**src/rtl/uart_rx_ext.sv**
```systemverilog
// Runtime-configurable UART receiver: 5..MAX_DATA_BITS data, none/even/odd parity, 1/2 stop bits.
// Output registered 1 cycle after the completing mid tick; a character arriving while one is held is dropped with overrun.
module uart_rx_ext #(
  parameter int MAX_DATA_BITS = 9,
  parameter int OVERSAMPLE    = 16,
  parameter int SYNC_STAGES   = 2
) (
  input  logic                     clk,
  input  logic                     rst,
  input  logic                     tick,
  input  logic                     rx,
  input  logic                     cfg_en,
  input  logic [3:0]               cfg_data_bits,
  input  logic [1:0]               cfg_parity,
  input  logic                     cfg_stop2,
  output logic [MAX_DATA_BITS-1:0] dout,
  output logic                     dout_valid,
  input  logic                     dout_ready,
  output logic                     frame_err,
  output logic                     parity_err,
  output logic                     break_det,
  output logic                     overrun,
  output logic                     busy
);

  localparam int CW = $clog2(OVERSAMPLE);
  localparam logic [CW-1:0] S_V0   = CW'(OVERSAMPLE/2 - 1);
  localparam logic [CW-1:0] S_V1   = CW'(OVERSAMPLE/2);
  localparam logic [CW-1:0] S_MID  = CW'(OVERSAMPLE/2 + 1);
  localparam logic [CW-1:0] S_LAST = CW'(OVERSAMPLE - 1);

  typedef enum logic [2:0] {S_IDLE, S_START, S_DATA, S_PARITY, S_STOP, S_BRK_WAIT} state_t;

  state_t                   state_q, state_d;
  logic [SYNC_STAGES-1:0]   sync_q, sync_d;
  logic                     rxs_prev_q;
  logic [CW-1:0]            s_cnt_q, s_cnt_d;
  logic                     v0_q, v0_d, v1_q, v1_d;
  logic [3:0]               bit_cnt_q, bit_cnt_d;
  logic [3:0]               nbits_q, nbits_d;
  logic                     par_en_q, par_en_d, par_odd_q, par_odd_d, stop2_q, stop2_d;
  logic [MAX_DATA_BITS-1:0] shreg_q, shreg_d;
  logic                     par_bit_q, par_bit_d, fe_q, fe_d;
  logic [MAX_DATA_BITS-1:0] dout_q, dout_d;
  logic                     dout_valid_q, dout_valid_d;
  logic                     frame_err_q, frame_err_d, parity_err_q, parity_err_d;
  logic                     break_det_q, break_det_d, overrun_q, overrun_d;

  logic       rxs, mid_tick, voted, cmpl, c_fe, c_pe, c_brk, load;
  logic [3:0] cfg_nbits;

  assign rxs      = sync_q[SYNC_STAGES-1];
  assign mid_tick = tick && (s_cnt_q == S_MID);
  assign voted    = (v0_q & v1_q) | (v0_q & rxs) | (v1_q & rxs);
  assign cfg_nbits = (cfg_data_bits < 4'd5) ? 4'd5 :
                     (cfg_data_bits > 4'(MAX_DATA_BITS)) ? 4'(MAX_DATA_BITS) : cfg_data_bits;

  always_comb begin
    sync_d     = {sync_q[SYNC_STAGES-2:0], rx};
    state_d    = state_q;
    s_cnt_d    = s_cnt_q;
    v0_d       = v0_q;
    v1_d       = v1_q;
    bit_cnt_d  = bit_cnt_q;
    nbits_d    = nbits_q;
    par_en_d   = par_en_q;
    par_odd_d  = par_odd_q;
    stop2_d    = stop2_q;
    shreg_d    = shreg_q;
    par_bit_d  = par_bit_q;
    fe_d       = fe_q;
    cmpl       = 1'b0;
    c_fe       = 1'b0;
    c_pe       = 1'b0;
    c_brk      = 1'b0;

    if (tick) begin
      s_cnt_d = (s_cnt_q == S_LAST) ? '0 : s_cnt_q + 1'b1;
      if (s_cnt_q == S_V0) v0_d = rxs;
      if (s_cnt_q == S_V1) v1_d = rxs;
    end

    case (state_q)
      S_IDLE: begin
        if (cfg_en && rxs_prev_q && !rxs) begin
          state_d   = S_START;
          s_cnt_d   = '0;
          nbits_d   = cfg_nbits;
          par_en_d  = (cfg_parity == 2'b01) || (cfg_parity == 2'b10);
          par_odd_d = (cfg_parity == 2'b10);
          stop2_d   = cfg_stop2;
          bit_cnt_d = '0;
          shreg_d   = '0;
          par_bit_d = 1'b0;
          fe_d      = 1'b0;
        end
      end
      S_START: begin
        if (mid_tick) state_d = voted ? S_IDLE : S_DATA;
      end
      S_DATA: begin
        if (mid_tick) begin
          shreg_d[bit_cnt_q] = voted;
          if (bit_cnt_q == 4'(nbits_q - 4'd1)) begin
            bit_cnt_d = '0;
            state_d   = par_en_q ? S_PARITY : S_STOP;
          end else begin
            bit_cnt_d = bit_cnt_q + 4'd1;
          end
        end
      end
      S_PARITY: begin
        if (mid_tick) begin
          par_bit_d = voted;
          state_d   = S_STOP;
        end
      end
      S_STOP: begin
        if (mid_tick) begin
          // par_bit_q is 0 when parity is off, so it never blocks break detection
          if (!voted && bit_cnt_q == 4'd0 && shreg_q == '0 && !par_bit_q) begin
            cmpl    = 1'b1;
            c_brk   = 1'b1;
            c_fe    = 1'b1;
            state_d = S_BRK_WAIT;
          end else if (stop2_q && bit_cnt_q == 4'd0) begin
            fe_d      = fe_q | !voted;
            bit_cnt_d = 4'd1;
          end else begin
            cmpl    = 1'b1;
            c_fe    = fe_q | !voted;
            c_pe    = par_en_q & (^shreg_q ^ par_bit_q ^ par_odd_q);
            state_d = S_IDLE;
          end
        end
      end
      S_BRK_WAIT: begin
        if (tick && rxs) state_d = S_IDLE;
      end
      default: state_d = S_IDLE;
    endcase

    load         = cmpl && (!dout_valid_q || dout_ready);
    overrun_d    = cmpl && !load;
    dout_d       = dout_q;
    frame_err_d  = frame_err_q;
    parity_err_d = parity_err_q;
    break_det_d  = break_det_q;
    dout_valid_d = dout_valid_q;
    if (load) begin
      dout_d       = shreg_q;
      frame_err_d  = c_fe;
      parity_err_d = c_pe;
      break_det_d  = c_brk;
      dout_valid_d = 1'b1;
    end else if (dout_valid_q && dout_ready) begin
      dout_valid_d = 1'b0;
    end
  end

  always_ff @(posedge clk) begin
    if (rst) begin
      state_q      <= S_IDLE;
      sync_q       <= '1;
      rxs_prev_q   <= 1'b1;
      s_cnt_q      <= '0;
      v0_q         <= 1'b1;
      v1_q         <= 1'b1;
      bit_cnt_q    <= '0;
      nbits_q      <= 4'd5;
      par_en_q     <= 1'b0;
      par_odd_q    <= 1'b0;
      stop2_q      <= 1'b0;
      shreg_q      <= '0;
      par_bit_q    <= 1'b0;
      fe_q         <= 1'b0;
      dout_q       <= '0;
      dout_valid_q <= 1'b0;
      frame_err_q  <= 1'b0;
      parity_err_q <= 1'b0;
      break_det_q  <= 1'b0;
      overrun_q    <= 1'b0;
    end else begin
      state_q      <= state_d;
      sync_q       <= sync_d;
      rxs_prev_q   <= rxs;
      s_cnt_q      <= s_cnt_d;
      v0_q         <= v0_d;
      v1_q         <= v1_d;
      bit_cnt_q    <= bit_cnt_d;
      nbits_q      <= nbits_d;
      par_en_q     <= par_en_d;
      par_odd_q    <= par_odd_d;
      stop2_q      <= stop2_d;
      shreg_q      <= shreg_d;
      par_bit_q    <= par_bit_d;
      fe_q         <= fe_d;
      dout_q       <= dout_d;
      dout_valid_q <= dout_valid_d;
      frame_err_q  <= frame_err_d;
      parity_err_q <= parity_err_d;
      break_det_q  <= break_det_d;
      overrun_q    <= overrun_d;
    end
  end

  assign dout       = dout_q;
  assign dout_valid = dout_valid_q;
  assign frame_err  = frame_err_q;
  assign parity_err = parity_err_q;
  assign break_det  = break_det_q;
  assign overrun    = overrun_q;
  assign busy       = (state_q != S_IDLE);

endmodule

```
**config.mk**
```make
export PLATFORM = sky130hd
export DESIGN_NAME = uart_rx_ext
export DESIGN_NICKNAME = d
export VERILOG_FILES = /design/src/rtl/uart_rx_ext.sv
export SDC_FILE = /design/constraint.sdc
export NUM_CORES = 1
export LEC_CHECK = 0
export CORE_UTILIZATION = 45
export CTS_CLUSTER_SIZE = 14
export DETAILED_ROUTE_END_ITERATION = 10
export PLACE_DENSITY = 0.66
export SYNTH_ARGS = -nofsm -noshare
export SYNTH_HDL_FRONTEND = slang
export SYNTH_SLANG_ARGS = --single-unit
```
**constraint.sdc**
```tcl
create_clock -name clk -period 4.95 [get_ports clk]
set_input_delay 0.495 -clock clk [delete_from_list [all_inputs] [get_ports clk]]
set_output_delay 0.495 -clock clk [all_outputs]
set_load 0.01 [all_outputs]
```
==> results of run 1 <==
## through the flow
| stage | instance area [um2] | total power [mW] | setup slack (ns) | util [%] | cells |
|---|---|---|---|---|---|
| finish | 2940 | 0.801 | 2.46 | 56.1 | 392 |
| global route | 2940 | 0.835 | 2.33 | 56.1 | 392 |
| CTS | 2940 | 0.806 | 2.48 | 56.1 | 392 |
| detailed placement | 2830 | 0.525 | 2.17 | 54.0 | 384 |
| global placement | 2830 | 0.524 | 2.26 | 54.0 | 384 |
| floorplan | 2510 | 0.488 | 2.99 | - | 298 |
## report_power, final
part,switching (mW),internal (mW),total (mW)
combinational,0.0524,0.0456,0.0979
clock,0.133,0.150,0.283
sequential,0.0236,0.396,0.420
total,0.209,0.592,0.801
## metal layers
metal | share of wire (%) | up-vias | track usage, %
li1 | - | 1090 | -
met1 | 51 | 969 | 26.4
met2 | 43 | 52 | 28.7
met3 | 4.4 | 8 | 3.81
met4 | 1.4 | 0 | 6.15
met5 | 0 | - | 0
## cell type report
type	count	area (um2)
clock buffer	5	68.8
clock inverter	3	42.5
fill	484	2300
inverter	19	71.3
multi-input combinational	218	1420
sequential	48	961
tap	70	87.6
timing repair buffer	29	285
## worst reg2reg max path, delay by kind of cell (launching register included)
family / cells / cell delay (ns)
AOI/OAI and AO/OA: 2 / 0.24
and+or+nand+nor: 3 / 1.15
DFF: 1 / 0.45
buffers and inverters: 1 / 0.12
adders and majority gates: 1 / 0.30
## flip-flops by register name (all words and copies together) (netlist names), 2 cells and up
| signal | flops |
|---|---|
| dout | 9 |
| shreg_q | 9 |
| bit_cnt_q | 4 |
| nbits_q | 4 |
| s_cnt_q | 4 |
| state_q | 3 |
| sync_q | 2 |
## synth_stat cells, drive strengths merged (2+ instances only)
library cell / instances / area (um2)
o31ai: 2 / 28.8
xor2: 4 / 35.0
or4: 2 / 15.0
nor3b: 2 / 15.0
o22ai: 2 / 12.5
a211oi: 2 / 15.0
or3b: 3 / 26.3
xnor2: 7 / 61.3
inv: 19 / 71.3
ha: 13 / 163
mux2: 2 / 22.5
mux2i: 10 / 100
and2: 2 / 12.5
clkbuf: 8 / 30.0
o21ai: 16 / 80.1
nand2: 30 / 113
a31oi: 4 / 25.0
and3: 2 / 12.5
nor2: 27 / 101
nor3: 12 / 60.1
dfxtp: 48 / 961
buf: 5 / 30.0
or2: 4 / 25.0
nand3: 8 / 45.0
nor2b: 2 / 12.5
nand2b: 3 / 18.8
a21oi: 32 / 160
nand4b: 2 / 23.8
## logic make-up (layout without fill, tap and decap cells)
group           after synthesis  in the layout
buf+inv                      32             56
xor+xnor                     12             12
simple gates                109            109
compound gates               71             71
fa+ha+maj                    14             14
mux                          12             12
flops                        48             48
## worst min path at each step
stage,to,cells after the start,start,slack (ns)
3_5_place_dp,sync_q[1]$_SDFF_PP1_,1,sync_q[0]$_SDFF_PP1_,0.40
2_1_floorplan,sync_q[1]$_SDFF_PP1_,1,sync_q[0]$_SDFF_PP1_,0.39
4_1_cts,sync_q[1]$_SDFF_PP1_,1,sync_q[0]$_SDFF_PP1_,0.42
6_report,sync_q[1]$_SDFF_PP1_,1,sync_q[0]$_SDFF_PP1_,0.42
3_3_place_gp,sync_q[1]$_SDFF_PP1_,1,sync_q[0]$_SDFF_PP1_,0.39
5_1_grt,sync_q[1]$_SDFF_PP1_,1,sync_q[0]$_SDFF_PP1_,0.44
==> results.txt, run 1 <==
----------------------------------------------------
[Timing]
  RSZ-0062 raised after global routing ... no
  Worst-case clock skew ... 0.00589 ns
  Min Clock Period, post-route ... 2.49 ns
  Final clock period utilization by the worst path ... 50.3%
  Post-Route Setup TNS ... 0 ns
  Fmax achieved ... 0.402 GHz
  Actual transition at the worst max-transition pin ... 1.15 ns
  Worst slew margin relative to its limit ... 23.4%
  Worst Hold Margin ... 0.422 ns
  Number of hold violations in the final report ... 0
  Final number of setup-violating endpoints ... 0
  Number of max-slew violations in the final report ... 0

[Clocking]
  Buffers inserted during post-CTS setup optimization ... 0
  Number of buffers inserted during clock tree synthesis ... 5
  Count of instances resized after the clock tree is built ... 0
  Clk sinks ... 48
  Worst skew pair latency ... 0.30 ns
  Maximum root-to-sink buffer count ... 2
  TritonCTS clock tree ... done
  Htree depth ... 2
  Cell at the root of the clock tree ... sky130_fd_sc_hd__clkbuf_8
  Clock edge transition at the registers on the reported setup and hold paths ... 0.09 ns
  CTS hold repair buffers ... 0

[Logic synthesis]
  Area share of xor/xnor cells in the synthesized design ... 4.73%
  Average instance area after synthesis ... 8.44 um2
  Post-synthesis cell type count ... 58
  Number of enable flip-flop cells after synthesis ... 0
  Net count after synthesis ... 324
  Largest family of logic cells by synthesized area ... simple AND/OR/NAND/NOR gates
  Synthesized instance count ... 298
  Synthesis-stage register bit count ... 48
  Mux cell area share after synthesis ... 4.88%
  Cell Area, Synth ... 0.00251 mm2
  Top flip-flop cell by instance count after synthesis ... sky130_fd_sc_hd__dfxtp_1
  Ys Warns ... 0
  Async set-or-reset flop fraction in the synthesized netlist ... 0%
  Share of the yosys chip area belonging to registers ... 38.2%
  Adder-cell share of the synthesized area ... 6.92%
  Compound-gate portion of the synthesized area ... 17.4%
  Simple-gate share of the synthesized area ... 22.6%

[Die]
  Row Count ... 26
  Die Height ... 76.8 um
  Starting density of the core ... 48.0%
  Die Footprint ... 0.00589 mm2
  Area of the core ... 0.00524 mm2
  Die W ... 76.8 um
  Top-level port count ... 28

[GRT]
  Pin count of the biggest net entering global routing ... 33
  Antenna violations before repair ... 0
  Global router's overall resource usage ... 18.9%
  First-pass GRT wire length ... 9020 um
  Number of global-route vias before repair ... 1943
  Final global-route overflow total ... 0

[Power]
  VDD IR-drop max ... 0.000131 V
  Power density over the cells ... 273 mW/mm2
  LEAKAGE ... 1.11 nW

[Routing]
  Total wire length after detailed routing ... 5150 um
  TritonRoute pass-1 iters ... 4
  Detailed router's first-iteration violation count ... 81
  Post-DR vias/cell ... 5.41
  Number of remaining DRC errors ... 0
  Number of vias after detailed routing ... 2119
  Number of nets with antenna violations after routing ... 0
  Routed WL per cell ... 13.1 um

[Setup path]
  CP Launch Type ... input port
  Worst setup path end ... parity_err$_SDFFE_PP0P_
  Reg-to-reg endpoint ... parity_err$_SDFFE_PP0P_
  Depth of the most critical reg-to-reg path ... 7
  Critical path fanouts, max ... 13
  Slowest CP cell ... sky130_fd_sc_hd__clkdlybuf4s50_1
  Logic depth of the worst setup path including buffers ... 6
  Endpoint required time on the critical path ... 5.19 ns
  Setup slack of the worst register-to-register path ... 2.64 ns
  Start point of the critical path ... tick
  Buffers plus inverters on the worst setup path ... 1
  Series of cell instances along the critical path ... clkdlybuf4s50_1 -> and4b_1 -> and3_1 -> nand3_2 -> or3_1 -> a21oi_1
  Launch point of the worst reg-to-reg path ... bit_cnt_q[0]$_SDFFE_PP0P_
  Kind of cell adding the most delay to the critical path ... simple AND/OR/NAND/NOR gates
  Worst Setup End Kind ... register
  Class of the most critical setup path ... in2reg
  Longest individual stage delay on the worst path ... 0.65 ns
  Arr. time, crit path ... 2.73 ns

[Cells and area]
  Diodes inserted ... 0
  Final net count ... 347
  Most common cell after layout, fill and taps aside ... sky130_fd_sc_hd__dfxtp_1
  Top library cells by usage in the layout, fill and taps aside ... 48 x sky130_fd_sc_hd__dfxtp_1, 32 x sky130_fd_sc_hd__a21oi_1, 30 x sky130_fd_sc_hd__nand2_1
  Layout cell share with drive strength beyond 1 ... 7.45%
  Syn-to-layout area delta ... 16.9%

[Placement]
  Number of I/O port buffers ... 27
  Last weighted congestion value of the routability-driven placer ... 0.823
  Half-perimeter wire length of the detailed placement result ... 3660 um

[Outcome]
  Result of the run ... finished, final reports clean

[Min path]
  Worst hold-check path type ... reg2reg

[Job]
  Number of maximum-capacitance constraint violations ... 0

----------------------------------------------------
No activity file was read; power rests on OpenSTA's default activity.
==> run 2, diff against run 1 <==
clock period = 2.5 ns   (was 4.95 ns; I/O delays follow)
==> results.txt, run 2 (synthesis results as in run 1) <==
----------------------------------------------------
[Routing]
  Detailed router's first-iteration violation count ... 65
  Routed WL per cell ... 12.7 um
  TritonRoute pass-1 iters ... 4
  Number of vias after detailed routing ... 2122
  Number of nets with antenna violations after routing ... 0
  Post-DR vias/cell ... 5.31
  Total wire length after detailed routing ... 5070 um
  Number of remaining DRC errors ... 0

[Power]
  Fraction of power spent switching nets ... 23.1%
  Combinational share of power ... 11.2%
  Sequential cell fraction of total power ... 46.3%
  LEAKAGE ... 1.17 nW
  Power density over the cells ... 589 mW/mm2
  VDD IR-drop max ... 0.000374 V
  Switching power ... 414 uW
  Total Power ... 1.79 mW
  Relative contribution of the clock network to total power ... 42.6%
  Cell-internal power ... 1.38 mW

[Timing]
  Number of max-slew violations in the final report ... 0
  RSZ-0062 raised after global routing ... no
  Post-Route Setup TNS ... 0 ns
  Worst-case clock skew ... 0.00466 ns
  Actual transition at the worst max-transition pin ... 0.654 ns
  Fmax achieved ... 0.456 GHz
  Worst slew margin relative to its limit ... 56.3%
  Final number of setup-violating endpoints ... 0
  Number of hold violations in the final report ... 0
  Min Clock Period, post-route ... 2.19 ns
  Final clock period utilization by the worst path ... 87.8%

[GRT]
  Pin count of the biggest net entering global routing ... 18
  Global router's overall resource usage ... 19.0%
  Number of global-route vias before repair ... 1985
  Final global-route overflow total ... 0
  Antenna violations before repair ... 0
  First-pass GRT wire length ... 9090 um

[Setup path]
  Setup slack of the worst register-to-register path ... 0.31 ns
  Longest individual stage delay on the worst path ... 0.49 ns
  Endpoint required time on the critical path ... 2.71 ns
  Worst setup path end ... parity_err$_SDFFE_PP0P_
  Launch point of the worst reg-to-reg path ... bit_cnt_q[0]$_SDFFE_PP0P_
  Slowest CP cell ... sky130_fd_sc_hd__or3b_2
  Start point of the critical path ... bit_cnt_q[0]$_SDFFE_PP0P_
  Class of the most critical setup path ... reg2reg
  Reg-to-reg endpoint ... parity_err$_SDFFE_PP0P_
  Series of cell instances along the critical path ... inv_1 -> ha_1 -> or3b_2 -> nor4_1 -> or4_1 -> or3_1 -> a21oi_1
  Worst Setup End Kind ... register
  Arr. time, crit path ... 2.40 ns
  Depth of the most critical reg-to-reg path ... 7
  CP Launch Type ... register
  Critical path fanouts, max ... 7

[Clocking]
  Clock edge transition at the registers on the reported setup and hold paths ... 0.09 ns
  Count of instances resized after the clock tree is built ... 0
  Buffers inserted during post-CTS setup optimization ... 0
  Worst skew pair latency ... 0.30 ns
  Clk sinks ... 48
  Htree depth ... 2
  CTS hold repair buffers ... 0
  TritonCTS clock tree ... done
  Maximum root-to-sink buffer count ... 2
  Number of buffers inserted during clock tree synthesis ... 5
  Cell at the root of the clock tree ... sky130_fd_sc_hd__clkbuf_8

[Die]
  Row Count ... 26
  Area of the core ... 0.00524 mm2
  Die Footprint ... 0.00589 mm2
  Top-level port count ... 28
  Die W ... 76.8 um
  Starting density of the core ... 48.0%
  Die Height ... 76.8 um

[Cells and area]
  Final net count ... 355
  Most common cell after layout, fill and taps aside ... sky130_fd_sc_hd__dfxtp_1
  Syn-to-layout area delta ... 21.1%
  Diodes inserted ... 0
  Layout cell share with drive strength beyond 1 ... 9.70%
  Top library cells by usage in the layout, fill and taps aside ... 48 x sky130_fd_sc_hd__dfxtp_1, 32 x sky130_fd_sc_hd__a21oi_1, 30 x sky130_fd_sc_hd__nand2_1

[Placement]
  Half-perimeter wire length of the detailed placement result ... 3790 um
  Last weighted congestion value of the routability-driven placer ... 0.816
  Number of I/O port buffers ... 27

[Min path]
  Worst hold-check path type ... reg2reg

[Outcome]
  Result of the run ... finished, final reports clean

[Job]
  Number of maximum-capacitance constraint violations ... 0

----------------------------------------------------
run 2: changes by cell type in the layout (fill, tap and decap cells not counted):
cell / previous run / this run
sky130_fd_sc_hd__clkinv_2: 1 / 0
sky130_fd_sc_hd__clkinvlp_4: 1 / 0
sky130_fd_sc_hd__bufinv_16: 1 / 3
sky130_fd_sc_hd__buf_4: 2 / 10
run 2: area by class of cell:
| class | instances | area [um2] |
|---|---|---|
| fillers | 510 | 2190 |
| multi-input cells | 218 | 1420 |
| flip-flops and latches | 48 | 961 |
| repair buffers | 37 | 345 |
| clock inverters | 3 | 90.1 |
| well taps | 70 | 87.6 |
| inverters | 19 | 71.3 |
| clock buffers | 5 | 68.8 |
run 2: worst min path at each step:
| stage | slack, ns | to | start | depth (start not counted) |
|---|---|---|---|---|
| after floorplan | 0.35 | sync_q[0]$_SDFF_PP1_ | rx | 1 |
| after global placement | 0.39 | sync_q[1]$_SDFF_PP1_ | sync_q[0]$_SDFF_PP1_ | 1 |
| after detailed placement | 0.39 | sync_q[1]$_SDFF_PP1_ | sync_q[0]$_SDFF_PP1_ | 1 |
| after CTS | 0.42 | sync_q[1]$_SDFF_PP1_ | sync_q[0]$_SDFF_PP1_ | 1 |
| after global routing | 0.43 | sync_q[1]$_SDFF_PP1_ | sync_q[0]$_SDFF_PP1_ | 1 |
| final | 0.41 | sync_q[1]$_SDFF_PP1_ | sync_q[0]$_SDFF_PP1_ | 1 |
run 2: worst max-delay path, delay by kind of cell, from the launching register on:
family,cells,cell delay [ns]
buffers and inverters,1,0.13
and+or+nand+nor,4,1.26
AOI/OAI and AO/OA,1,0.06
DFF,1,0.39
adders and majority gates,1,0.27
run 2: power by group through the flow:
| stage | combinational, mW | clock [mW] | sequential (mW) |
|---|---|---|---|
| after floorplan | 0.150 | 0 | 0.817 |
| after global placement | 0.198 | 0 | 0.847 |
| after detailed placement | 0.200 | 0 | 0.848 |
| after CTS | 0.201 | 0.782 | 0.829 |
| after global routing | 0.223 | 0.806 | 0.838 |
| final | 0.200 | 0.764 | 0.830 |
run 2: metal layers:
metal / track usage, % / up-vias / wire (um)
met1: 26.0 / 957 / 2650
met4: 6.54 / 0 / 73
met2: 29.0 / 53 / 2150
met3: 4.40 / 7 / 203
met5: 0 / - / 0
li1: - / 1105 / -
run 2: stage by stage:
stage	hold WS [ns]	utilization [%]	setup WS, ns	std cells	instance area [um2]
floorplan	0.354	-	0.570	298	2510
global placement	0.392	55.1	0.296	392	2890
detailed placement	0.394	55.1	0.249	392	2890
CTS	0.415	58.2	0.357	400	3050
global route	0.428	58.2	0.175	400	3050
finish	0.413	58.2	0.306	400	3050
